==> src/rtl/epl_serial_host.sv <==
// EPL serial bus host: turns single-beat register read/write requests into
// framed SCLK/SDI/SLE transactions and returns read data or a timeout flag.
module epl_serial_host #(
  parameter int CLK_DIV = 4,    // clk cycles per SCLK half-period (3..255)
  parameter int TIMEOUT = 1024  // max clk cycles in WAIT_RDY (1..65535)
) (
  input  logic        clk,
  input  logic        reset,
  input  logic        cmd_valid,
  output logic        cmd_ready,
  input  logic        cmd_write,
  input  logic [6:0]  cmd_addr,
  input  logic [31:0] cmd_wdata,
  output logic        rsp_valid,
  output logic [31:0] rsp_rdata,
  output logic        rsp_timeout,
  output logic        busy,
  output logic        EPL_SCLK,
  output logic        EPL_SDI,
  input  logic        EPL_SDO,
  output logic        EPL_SLE,
  input  logic        EPL_SRDY
);

  typedef enum logic [2:0] {IDLE, CMD, WDATA, WAIT_RDY, RDATA, DONE, GAP} state_t;

  // Phase counter runs 0..2*CLK_DIV-1 inside one bit; SCLK is high for the
  // upper half. PH_RISE is the phase after which SCLK goes high.
  localparam logic [8:0]  PH_LAST = 9'(2 * CLK_DIV - 1);
  localparam logic [8:0]  PH_RISE = 9'(CLK_DIV - 1);
  localparam logic [15:0] TO_LAST = 16'(TIMEOUT - 1);

  state_t      state;
  logic [8:0]  ph;
  logic [5:0]  bit_cnt;
  logic [15:0] to_cnt;
  logic [31:0] sh;        // tx: bits still to send (MSB next); rx: bits received
  logic [31:0] wdata_q;
  logic        write_q;
  logic [1:0]  sdo_sync;
  logic [1:0]  srdy_sync;
  logic        sdo_s;
  logic        srdy_s;
  logic        ph_end;

  assign sdo_s     = sdo_sync[1];
  assign srdy_s    = srdy_sync[1];
  assign ph_end    = (ph == PH_LAST);
  assign cmd_ready = (state == IDLE) && !reset;
  assign busy      = (state != IDLE);

  // Two-flop synchronizers for the asynchronous device-side inputs.
  always_ff @(posedge clk) begin
    if (reset) begin
      sdo_sync  <= 2'b00;
      srdy_sync <= 2'b00;
    end else begin
      sdo_sync  <= {sdo_sync[0], EPL_SDO};
      srdy_sync <= {srdy_sync[0], EPL_SRDY};
    end
  end

  // Frame sequencer; all bus pins and response fields are registered here.
  always_ff @(posedge clk) begin
    if (reset) begin
      state       <= IDLE;
      ph          <= '0;
      bit_cnt     <= '0;
      to_cnt      <= '0;
      sh          <= '0;
      wdata_q     <= '0;
      write_q     <= 1'b0;
      rsp_valid   <= 1'b0;
      rsp_rdata   <= '0;
      rsp_timeout <= 1'b0;
      EPL_SCLK    <= 1'b0;
      EPL_SDI     <= 1'b0;
      EPL_SLE     <= 1'b0;
    end else begin
      rsp_valid <= 1'b0;
      case (state)
        IDLE: begin
          if (cmd_valid) begin
            write_q  <= cmd_write;
            wdata_q  <= cmd_wdata;
            EPL_SDI  <= cmd_write;               // command MSB goes out first
            sh       <= {cmd_addr, 25'h0};
            EPL_SLE  <= 1'b1;
            EPL_SCLK <= 1'b0;
            ph       <= '0;
            bit_cnt  <= '0;
            state    <= CMD;
          end
        end
        CMD, WDATA: begin
          if (ph_end) begin
            ph       <= '0;
            EPL_SCLK <= 1'b0;
            bit_cnt  <= bit_cnt + 6'd1;
            if (state == CMD && bit_cnt == 6'd7) begin
              bit_cnt <= '0;
              if (write_q) begin
                EPL_SDI <= wdata_q[31];
                sh      <= {wdata_q[30:0], 1'b0};
                state   <= WDATA;
              end else begin
                EPL_SDI <= 1'b0;
                to_cnt  <= '0;
                state   <= WAIT_RDY;
              end
            end else if (state == WDATA && bit_cnt == 6'd31) begin
              bit_cnt <= '0;
              EPL_SDI <= 1'b0;
              to_cnt  <= '0;
              state   <= WAIT_RDY;
            end else begin
              EPL_SDI <= sh[31];
              sh      <= {sh[30:0], 1'b0};
            end
          end else begin
            ph       <= ph + 9'd1;
            EPL_SCLK <= (ph >= PH_RISE);
          end
        end
        WAIT_RDY: begin
          // A ready seen on the final count still wins over the timeout.
          if (srdy_s) begin
            ph      <= '0;
            bit_cnt <= '0;
            to_cnt  <= '0;
            if (write_q) begin
              rsp_valid   <= 1'b1;
              rsp_rdata   <= '0;
              rsp_timeout <= 1'b0;
              state       <= DONE;
            end else begin
              state <= RDATA;
            end
          end else if (to_cnt == TO_LAST) begin
            rsp_valid   <= 1'b1;
            rsp_rdata   <= '0;
            rsp_timeout <= 1'b1;
            state       <= DONE;
          end else begin
            to_cnt <= to_cnt + 16'd1;
          end
        end
        RDATA: begin
          if (ph_end) begin
            ph       <= '0;
            EPL_SCLK <= 1'b0;
            sh       <= {sh[30:0], sdo_s};
            if (bit_cnt == 6'd31) begin
              rsp_valid   <= 1'b1;
              rsp_rdata   <= {sh[30:0], sdo_s};
              rsp_timeout <= 1'b0;
              state       <= DONE;
            end else begin
              bit_cnt <= bit_cnt + 6'd1;
            end
          end else begin
            ph       <= ph + 9'd1;
            EPL_SCLK <= (ph >= PH_RISE);
          end
        end
        DONE: begin
          EPL_SLE  <= 1'b0;
          EPL_SCLK <= 1'b0;
          EPL_SDI  <= 1'b0;
          ph       <= '0;
          state    <= GAP;
        end
        GAP: begin
          // Enforces a minimum SLE-low interval between frames.
          if (ph_end) begin
            ph    <= '0;
            state <= IDLE;
          end else begin
            ph <= ph + 9'd1;
          end
        end
        default: state <= IDLE;
      endcase
    end
  end

endmodule

==> config.mk <==
export PLATFORM = sky130hd
export DESIGN_NAME = epl_serial_host
export DESIGN_NICKNAME = d
export VERILOG_FILES = /design/src/rtl/epl_serial_host.sv
export SDC_FILE = /design/constraint.sdc
export NUM_CORES = 1
export LEC_CHECK = 0
export CAP_MARGIN = 40
export CORE_ASPECT_RATIO = 0.6
export CORE_MARGIN = 5
export CORE_UTILIZATION = 50
export DETAILED_ROUTE_END_ITERATION = 10
export GPL_ROUTABILITY_DRIVEN = 0
export GPL_TIMING_DRIVEN = 0
export PLACE_DENSITY = 0.84
export SLEW_MARGIN = 10
export SYNTH_ARGS = -nofsm -noshare
export SYNTH_HDL_FRONTEND = slang
export SYNTH_SLANG_ARGS = --single-unit
==> constraint.sdc <==
create_clock -name clk -period 1.95 [get_ports clk]
set_input_delay 0.39 -clock clk [delete_from_list [all_inputs] [get_ports clk]]
set_output_delay 0.39 -clock clk [all_outputs]
set_load 0.005 [all_outputs]
Word-level counts from Yosys, hierarchy flattened --
Cells that the tools add are included.
Storage, ports and cells: register bits after elaboration 140, bits in latches 0, memory bits (writable) 0, ROM bits 0, input bits 45, output and inout port bits 39, logic and storage cells 137, memories kept 0
Operators by class: add/subtract/negate cells 3, multipliers 0, divide/modulo/power cells 0, magnitude comparators 1, equality and inequality tests 24, shift-type cells 0, muxes and demuxes 67, bitwise operators 0, reduce and logical (&&, ||, !) cells 27
Operator list (number):
- 32-bit two-way mux | 11
- 16-bit two-way mux | 6
- 32-bit case mux with 3 select lines | 1
- 32-bit case mux with 2 select lines | 1
- 6-bit two-way mux | 7
- 9-bit case mux with 4 select lines | 1
- 16-bit case mux with 2 select lines | 1
- 3-bit two-way mux | 9
- 9-bit two-way mux | 3
- 6-bit case mux with 4 select lines | 1
- 3-bit != test, second input constant | 7
- 1-bit two-way mux | 20
- 3-bit case mux with 6 select lines | 1
- 16-bit by 1-bit adder with 16-bit output, second input constant | 1
- 16-bit by 10-bit == test with 1-bit output, second input constant | 1
- 2-bit != test, second input constant | 7
- 6-bit AND reduction | 2
- 3-bit nonzero test | 4
- 5-bit AND reduction | 2
- 9-bit by 1-bit adder with 9-bit output, second input constant | 1
- 3-bit == test, second input constant | 3
- 9-bit by 3-bit == test with 1-bit output, second input constant | 1
- 9-bit by 2-bit greater-or-equal comparator with 1-bit output, second input constant | 1
- 4-bit nonzero test | 2
- other kinds (17) | 28

Longest topological paths before layout --
Gate-level depths: netlist of the first run.
word-level depth 6, mapped depth 8, mapped depth without buffers 6

Least setup slack after synthesis of the first run --
Ideal clock, no wire load.
path type flip-flop to flip-flop, from register ph[0], to register sh[26], setup time 0.133 ns, data arrival time 1.832 ns, data required time 1.817 ns, setup slack -0.015 ns, cell stages (with the launch flop) 9, buffers on the path 2, clock period less this slack 1.965 ns, cells stage by stage dfxtp_1 ha_1 and4bb_2 nand4_1 a22oi_1 and2_0 clkbuf_1 buf_4 a311oi_1
Between the ends: cells in the longest elaborated chain, start to end 3, elaborated cells between the ends (all ways) 4, classes of those cells eq/ne: 3; reduce/logical: 1
Ends and longest elaborated chain:
- from (decl) | RTL line 34 | logic [8:0] ph;
- from (signal assigned) | RTL line 121 | ph <= ph + 9'd1;
- from (signal assigned) | RTL line 162 | ph <= ph + 9'd1;
- from (signal assigned) | RTL line 179 | ph <= ph + 9'd1;
- 9-bit by 3-bit == test with 1-bit output (*) | RTL line 48 | assign ph_end = (ph == PH_LAST);
- 2-bit != test (no source line)
- 6-bit AND reduction (no source line) (*)
- to (signal assigned) | RTL line 87 | sh <= {cmd_addr, 25'h0};
- to (signal assigned) | RTL line 104 | sh <= {wdata_q[30:0], 1'b0};
- to (signal assigned) | RTL line 118 | sh <= {sh[30:0], 1'b0};
- to (decl) | RTL line 37 | logic [31:0] sh;
Every way passes the cells marked *; elsewhere a longest branch is shown, timed or not. A chain may end at the register's enable or synchronous reset.

Worst setup path after layout of the first run --
from register ph[6], to register sh[13]
Same word-level chain as after synthesis.

==> key figures, run 1 <==
STA
  – Final worst slack: -367.9 ps
  – Final Hold Fails: 0
  – Fin crit share: 1.189
  – Min Tclk post-route: 2318 ps
  – Slew headroom: 0.4613
  – Clk_skew: 13.30 ps
  – Max Clock Freq: 431.4 MHz
  – Fin. max-slew vios: 0
  – Setup TNS: -7115 ps
  – Worst Tran Pin Value: 808.1 ps
  – Setup violators final: 85
  – Unrepaired setup endpoints after global routing: true

Critical path
  – Crit Path Class: flop to flop
  – WP data arrival: 2630 ps
  – R2R depth: 8
  – Crit end category: flop
  – Reg2Reg Setup Slack: -370 ps
  – CP required: 2260 ps
  – Reg-to-reg endpoint: sh[13]
  – CP startpoint kind: flop
  – Crit-path max FO: 5
  – Reg-to-reg startpoint: ph[6]

Place
  – Port Buf Inserts: 83
  – Hpwl dp: 13920 µm
  – Area post-placement: 7335 µm²
  – DP Worst Slack: -897.2 ps

Final layout
  – Final #Nets: 964
  – Utilization after layout: 0.7817
  – Number of inserted diodes: 0
  – Fillers: 666
  – Final Instance Area: 9520 µm²
  – Share of cells above drive strength 1: 0.2809
  – Layout overhead on the synthesized area: 51.42%

Global route
  – Initial antenna violation count: 0
  – GR Util All Layers: 0.2798
  – Congestion Overflow GR: 0
  – First-pass GRT wire length: 33910 µm
  – Vias in the first global route: 6207
  – Largest net degree at the start of global routing: 17

Drt
  – DR iter-0 viols: 1523
  – Drt drc: 0
  – Detailed Route WL: 28360 µm
  – Drt pass-1 iters: 11
  – DR vias/cell: 7.074
  – Routed via count: 7739
  – Post-DRT Antenna Nets: 0
  – WL/cell: 25.92 µm

Synthesis
  – Post-synth top area share: 0.4458
  – Top FF cell, synth: dfxtp_1
  – Avg Synthesized Cell Area: 8.176 µm²
  – Synth cell types: 63
  – Cell Area, Synth: 6287 µm²
  – Yosys warnings: 0
  – Share of the yosys chip area belonging to registers: 0.4458
  – Largest cells by area after synthesis: dfxtp_1 (45%), a21oi_1 (9.6%), nand2_1 (7.8%)
  – Number of synthesized flops with an enable pin: 0
  – Compound-Gate Fraction of Synth Area: 0.2854
  – Syn Nets: 817
  – Post-synth ARST share: 0
  – Mux cell area share after synthesis: 0
  – Synth Register Bits: 140
  – Synth Area in XOR/XNOR: 0.01254
  – Synth Area in Simple Gates: 0.1968
  – Commonest cells post-synth: dfxtp_1 (140), nand2_1 (130), a21oi_1 (121)
  – Post-Syn Instances: 769
  – Cell taking the most area after synthesis: dfxtp_1
  – Count leader, synth: dfxtp_1
  – Post-synthesis adder-cell area fraction: 0.005970
  – Largest family of logic cells by synthesized area: compound AO/OA/AOI/OAI gates

Status
  – Status: complete, but fails checks
  – Failing checks: setup timing

Floorplanning
  – Initial core utilization: 0.5162
  – I/O Pins: 84
  – Die W: 154.8 µm
  – Row cnt: 31
  – Die area: 14990 µm²
  – Core Area: 12180 µm²
  – Die H: 96.86 µm

Hold path
  – Min-Delay Endpoint: wdata_q[27]
  – Hold Path Depth: 2
  – Min-delay worst type: flop to flop
  – Hold path startpoint: wdata_q[27]

Clock tree
  – Reg clk slew, reported paths: 70 ps
  – Root buffer cell: clkbuf_16
  – Worst-Skew Late Latency: 440 ps
  – H-tree depth: 4
  – Hold_buf cts: 0
  – TritonCTS clock tree: done
  – Num CTS Buffers: 17
  – Clock sink count: 140
  – Clk buf depth: 2

Power
  – Static Leak: 0.003228 µW
  – Power Density: 1523 nW/µm²
  – Maximum vdd ir drop: 0.8903 mV
  – Power, Total: 14500 µW

Run
  – Max-cap violations: 0
## per-layer routing
| metal | vias up | wire [µm] | track usage |
|---|---|---|---|
| met4 | 2 | 2021 | 0.08005 |
| met5 | - | 37 | 0 |
| met2 | 869 | 11090 | 0.3720 |
| met3 | 275 | 4952 | 0.1057 |
| met1 | 3492 | 10260 | 0.4156 |
| li1 | 3101 | - | - |
## cell families after synthesis
kind of cell | Yosys count
compound gates | 287
simple gates | 254
flops | 140
buf+inv | 76
xor+xnor | 9
fa+ha+maj | 3
## sequential cells by signal, indices dropped and copies added (netlist names)
register,count
wdata_q,32
rsp_timeout,1
EPL_SLE,1
to_cnt,16
state,3
srdy_sync,2
bit_cnt,6
write_q,1
ph,9
sh,32
EPL_SDI,1
sdo_sync,2
rsp_valid,1
rsp_rdata,32
EPL_SCLK,1
## final cells by class
class | count | area (µm²) | share of cell area
Buffer | 57 | 479.2 | 0.05034
Clock buffer | 17 | 425.4 | 0.04468
Clock inverter | 15 | 236.5 | 0.02484
Inverter | 14 | 52.55 | 0.005520
Multi-Input combinational cell | 554 | 3904 | 0.4100
Sequential cell | 140 | 2844 | 0.2987
Tap cell | 165 | 206.4 | 0.02168
Timing Repair Buffer | 132 | 1373 | 0.1442
## metrics by stage
stage               hold slack, ps  instances
CTS                          441.3       1076
global placement             424.2       1017
finish                       457.5       1094
floorplan                    413.8        769
detailed placement           437.5       1017
global route                 470.1       1094
## what timing repair did
action | 4_1_cts | 5_1_grt
setup endpoints to repair | 134 | 129
buffers inserted | 27 | 14
gates cloned | 4 | 6
gates resized for setup | 119 | 177
pin swaps | 19 | 54
## worst max-delay path: stages (launching register included)
cell	delay (ps)
dfxtp_4	370
nor4_4	310
buf_6	190
nand4_1	200
a22oi_2	320
buf_6	200
buf_6	130
a21oi_1	110
a211oi_1	360
## how the worst max path moves through the flow
| stage | startpoint | endpoint | slack [ps] | depth (start not counted) |
|---|---|---|---|---|
| after floorplan | ph[0] | state[0] | 20 | 6 |
| after global placement | reset | cmd_ready | -890 | 5 |
| after detailed placement | reset | cmd_ready | -900 | 5 |
| after CTS | state[0] | cmd_ready | -0.9 | 6 |
| after global routing | state[0] | write_q | -390 | 8 |
| final | ph[6] | sh[13] | -370 | 8 |
## power by group
group | switching [µW] | internal (µW)
clock | 1430 | 2300
combinational | 3930 | 2850
sequential | 642 | 3350
## layout by cell type (no fill, tap or decap), drive strengths merged, types with 12 or more instances in the layout
cell,instances
a211oi,31
buf,76
nand2,130
nor3,12
a311oi,15
nand3,15
a21oi,121
dfxtp,140
inv,18
a22oi,34
nor2,35
clkbuf,49
clkdlybuf4s50,80
o21ai,50
Power figures use the tool's default switching activity.
==> run 2: changes to the inputs <==
- GPL_ROUTABILITY_DRIVEN: 0 -> unset
==> run 2 against run 1 <==
Against the previous run:
- the flow still finishes with violations (setup timing)
- routed wire length shrank 19%
- first-iteration DRC count shrank 32%
- flip-flop and latch count is the same
- final area shrank 5.6%
- core utilization shrank 4.4 points
- critical endpoint unchanged
- cell count shrank 0.55%
- clock power shrank 14%
- via count shrank 11%
- die area is the same
- non-clock buffer count shrank 6
- clock-buffer cell count is the same
- register-to-register slack gained 240 ps
==> key figures, run 2 (synthesis gave the netlist of run 1 again) <==
Place
  – Area post-placement: 7335 µm² (unchanged)
  – Final GP Congestion: 0.9211
  – Port Buf Inserts: 83 (unchanged)
  – Hpwl dp: 14010 µm (+0.65%)
  – DP Worst Slack: -871.8 ps (+25.31 ps)

Final layout
  – Commonest non-fill, non-tap cell in the layout: nand2_1
  – Layout overhead on the synthesized area: 42.93%
  – Multi-input gate area: 3666 µm² (-6.1%)
  – Final #Nets: 958 (-0.62%)
  – Seq. cell area: 2836 µm² (-0.26%)
  – Most frequent cells in the layout: nand2_1 (127), dfxtp_1 (125), a21oi_1 (112)
  – Largest regs: rsp_rdata: 32 flops, sh: 32 flops, wdata_q: 32 flops
  – Final Instance Area: 8986 µm² (-5.6%)
  – Share of cells above drive strength 1: 0.2340 (-0.04693)
  – Number of inserted diodes: 0 (unchanged)
  – Fillers: 822 (+23%)

Critical path
  – Crit-path max FO: 8 (+3)
  – Worst path buffer plus inverter count: 3 (unchanged)
  – CP required: 2290 ps (+30 ps)
  – Crit path max-delay cell type: dfxtp_2
  – Crit Path Class: flop to flop
  – CP max stage delay: 350 ps (-20 ps)
  – WP depth: 9 (+1)
  – Crit end category: flop
  – Cell family with most CP delay: compound AO/OA/AOI/OAI gates
  – WP data arrival: 2410 ps (-220 ps)
  – CP startpoint kind: flop
  – R2R depth: 9 (+1)
  – CP cell instances: ha_4 > and3b_2 > and3_1 > buf_6 > o21ai_4 > buf_12 > buf_8 > a22oi_1 > a211oi_1

Floorplanning
  – Core Area: 12180 µm² (unchanged)
  – Row cnt: 31 (unchanged)
  – Initial core utilization: 0.5162 (unchanged)
  – Die W: 154.8 µm (unchanged)
  – I/O Pins: 84 (unchanged)
  – Die area: 14990 µm² (unchanged)
  – Die H: 96.86 µm (unchanged)

STA
  – Unrepaired setup endpoints after global routing: true
  – Min Tclk post-route: 2073 ps (-244.9 ps)
  – Final Hold Fails: 0 (unchanged)
  – Fin. max-slew vios: 0 (unchanged)
  – Worst Tran Pin Value: 637.3 ps (-170.8 ps)
  – Setup violators final: 35 (-59%)
  – Slew headroom: 0.5752 (+0.1139)
  – Fin crit share: 1.063 (-0.1256)
  – Final worst slack: -123.0 ps (+244.9 ps)
  – Clk_skew: 11.93 ps (-1.363 ps)
  – Max Clock Freq: 482.4 MHz (+12%)

Clock tree
  – Worst-Skew Late Latency: 440 ps (about the same)
  – Num CTS Buffers: 17 (unchanged)
  – Hold_buf cts: 0 (unchanged)
  – TritonCTS clock tree: done
  – Root buffer cell: clkbuf_16
  – Reg clk slew, reported paths: 60 ps (about the same)
  – Clk buf depth: 2 (unchanged)
  – Clock sink count: 140 (unchanged)
  – H-tree depth: 4 (unchanged)

Drt
  – Drt pass-1 iters: 8 (-3)
  – DR iter-0 viols: 1032 (-32%)
  – DR vias/cell: 6.364 (-10%)
  – Routed via count: 6924 (-11%)
  – Drt drc: 0 (unchanged)
  – Detailed Route WL: 22980 µm (-19%)
  – WL/cell: 21.12 µm (-19%)
  – Post-DRT Antenna Nets: 0 (unchanged)

Power
  – Share of power burned in registers: 0.303 (+0.028)
  – Net Sw Power: 5249 µW (-13%)
  – Switching fraction of total power: 0.4101 (-0.004079)
  – Power Density: 1424 nW/µm² (-6.5%)
  – Static Leak: 0.003073 µW (-4.8%)
  – Comb power frac: 0.445 (-0.023)
  – P_int: 7549 µW (-11%)
  – Power share of the clock group: 0.252 (-0.005)
  – Maximum vdd ir drop: 0.6726 mV (-24%)
  – Power, Total: 12800 µW (-12%)

Global route
  – GR Util All Layers: 0.2758 (-0.003982)
  – Vias in the first global route: 6070 (-2.2%)
  – Initial antenna violation count: 0 (unchanged)
  – Congestion Overflow GR: 0 (unchanged)
  – Largest net degree at the start of global routing: 20 (+3)
  – First-pass GRT wire length: 33220 µm (-2.1%)

Hold path
  – Hold Path Depth: 1 (-1)
  – Min-delay worst type: flop to flop

Status
  – Failing checks: setup timing
  – Status: complete, but fails checks

Run
  – Max-cap violations: 0 (unchanged)
-- run 2: changes by cell type in the layout (fill, tap and decap cells not counted), moves of 7 or more --
cell,before,now
a211oi_1,12,22
a211oi_2,19,9
a21oi_1,105,112
a22oi_1,18,28
a22oi_2,16,6
buf_4,30,40
buf_8,16,8
nand2_2,8,1
o21ai_1,11,18
-- run 2: repair_timing --
| action | CTS | global route |
|---|---|---|
| setup endpoints to repair | 134 | 129 |
| setup buffers | 26 | 12 |
| gates resized for setup | 114 | 131 |
| gates cloned | 5 | 0 |
| pin swaps | 20 | 47 |
-- run 2: final cells by class --
type	count	area share
multi-input cells	554	0.4080
plain buffers	58	0.05277
clock inverters	15	0.01699
flip-flops and latches	140	0.3157
well taps	165	0.02297
repair buffers	125	0.1305
inverters	14	0.005848
clock buffers	17	0.04734
-- run 2: worst register-to-register path: stages, from the launching register on --
cell and delay, ps:
dfxtp_2 350, ha_4 180, and3b_2 260, and3_1 200
buf_6 150, o21ai_4 220, buf_12 160, buf_8 120
a22oi_1 80, a211oi_1 270
-- run 2: through the flow --
stage               cells  TNS [ps]  hold slack, ps    util
floorplan             769         0           413.8       -
CTS                  1077    -26.19           434.6  0.6987
detailed placement   1017    -48280           433.2  0.6022
finish               1088     -1943           432.6  0.7378
global route         1088     -3920           443.1  0.7378
global placement     1017    -45490           419.2  0.6022
-- run 2: power groups by stage --
stage | clock, µW | combinational [µW] | sequential (µW)
6_report | 3220 | 5700 | 3870
5_1_grt | 3330 | 5990 | 3880
4_1_cts | 3210 | 4600 | 3780
3_5_place_dp | 0 | 3500 | 3800
3_3_place_gp | 0 | 3450 | 3800
2_1_floorplan | 0 | 2550 | 3620
-- run 2: final timing paths --
kind / from / end / slack, ps
worst min-delay path: srdy_sync[0] / srdy_sync[1] / 430
worst max register to register: bit_cnt[0] / sh[13] / -120
worst min register to register: srdy_sync[0] / srdy_sync[1] / 430
worst max-delay path: bit_cnt[0] / sh[13] / -120
-- run 2: metal layers --
| layer | up-vias | track usage | part of all wire |
|---|---|---|---|
| li1 | 3090 | - | - |
| met1 | 3225 | 0.4215 | 0.42 |
| met2 | 533 | 0.3522 | 0.40 |
| met3 | 74 | 0.1111 | 0.15 |
| met4 | 2 | 0.06174 | 0.026 |
| met5 | - | 0.03401 | 0.0027 |
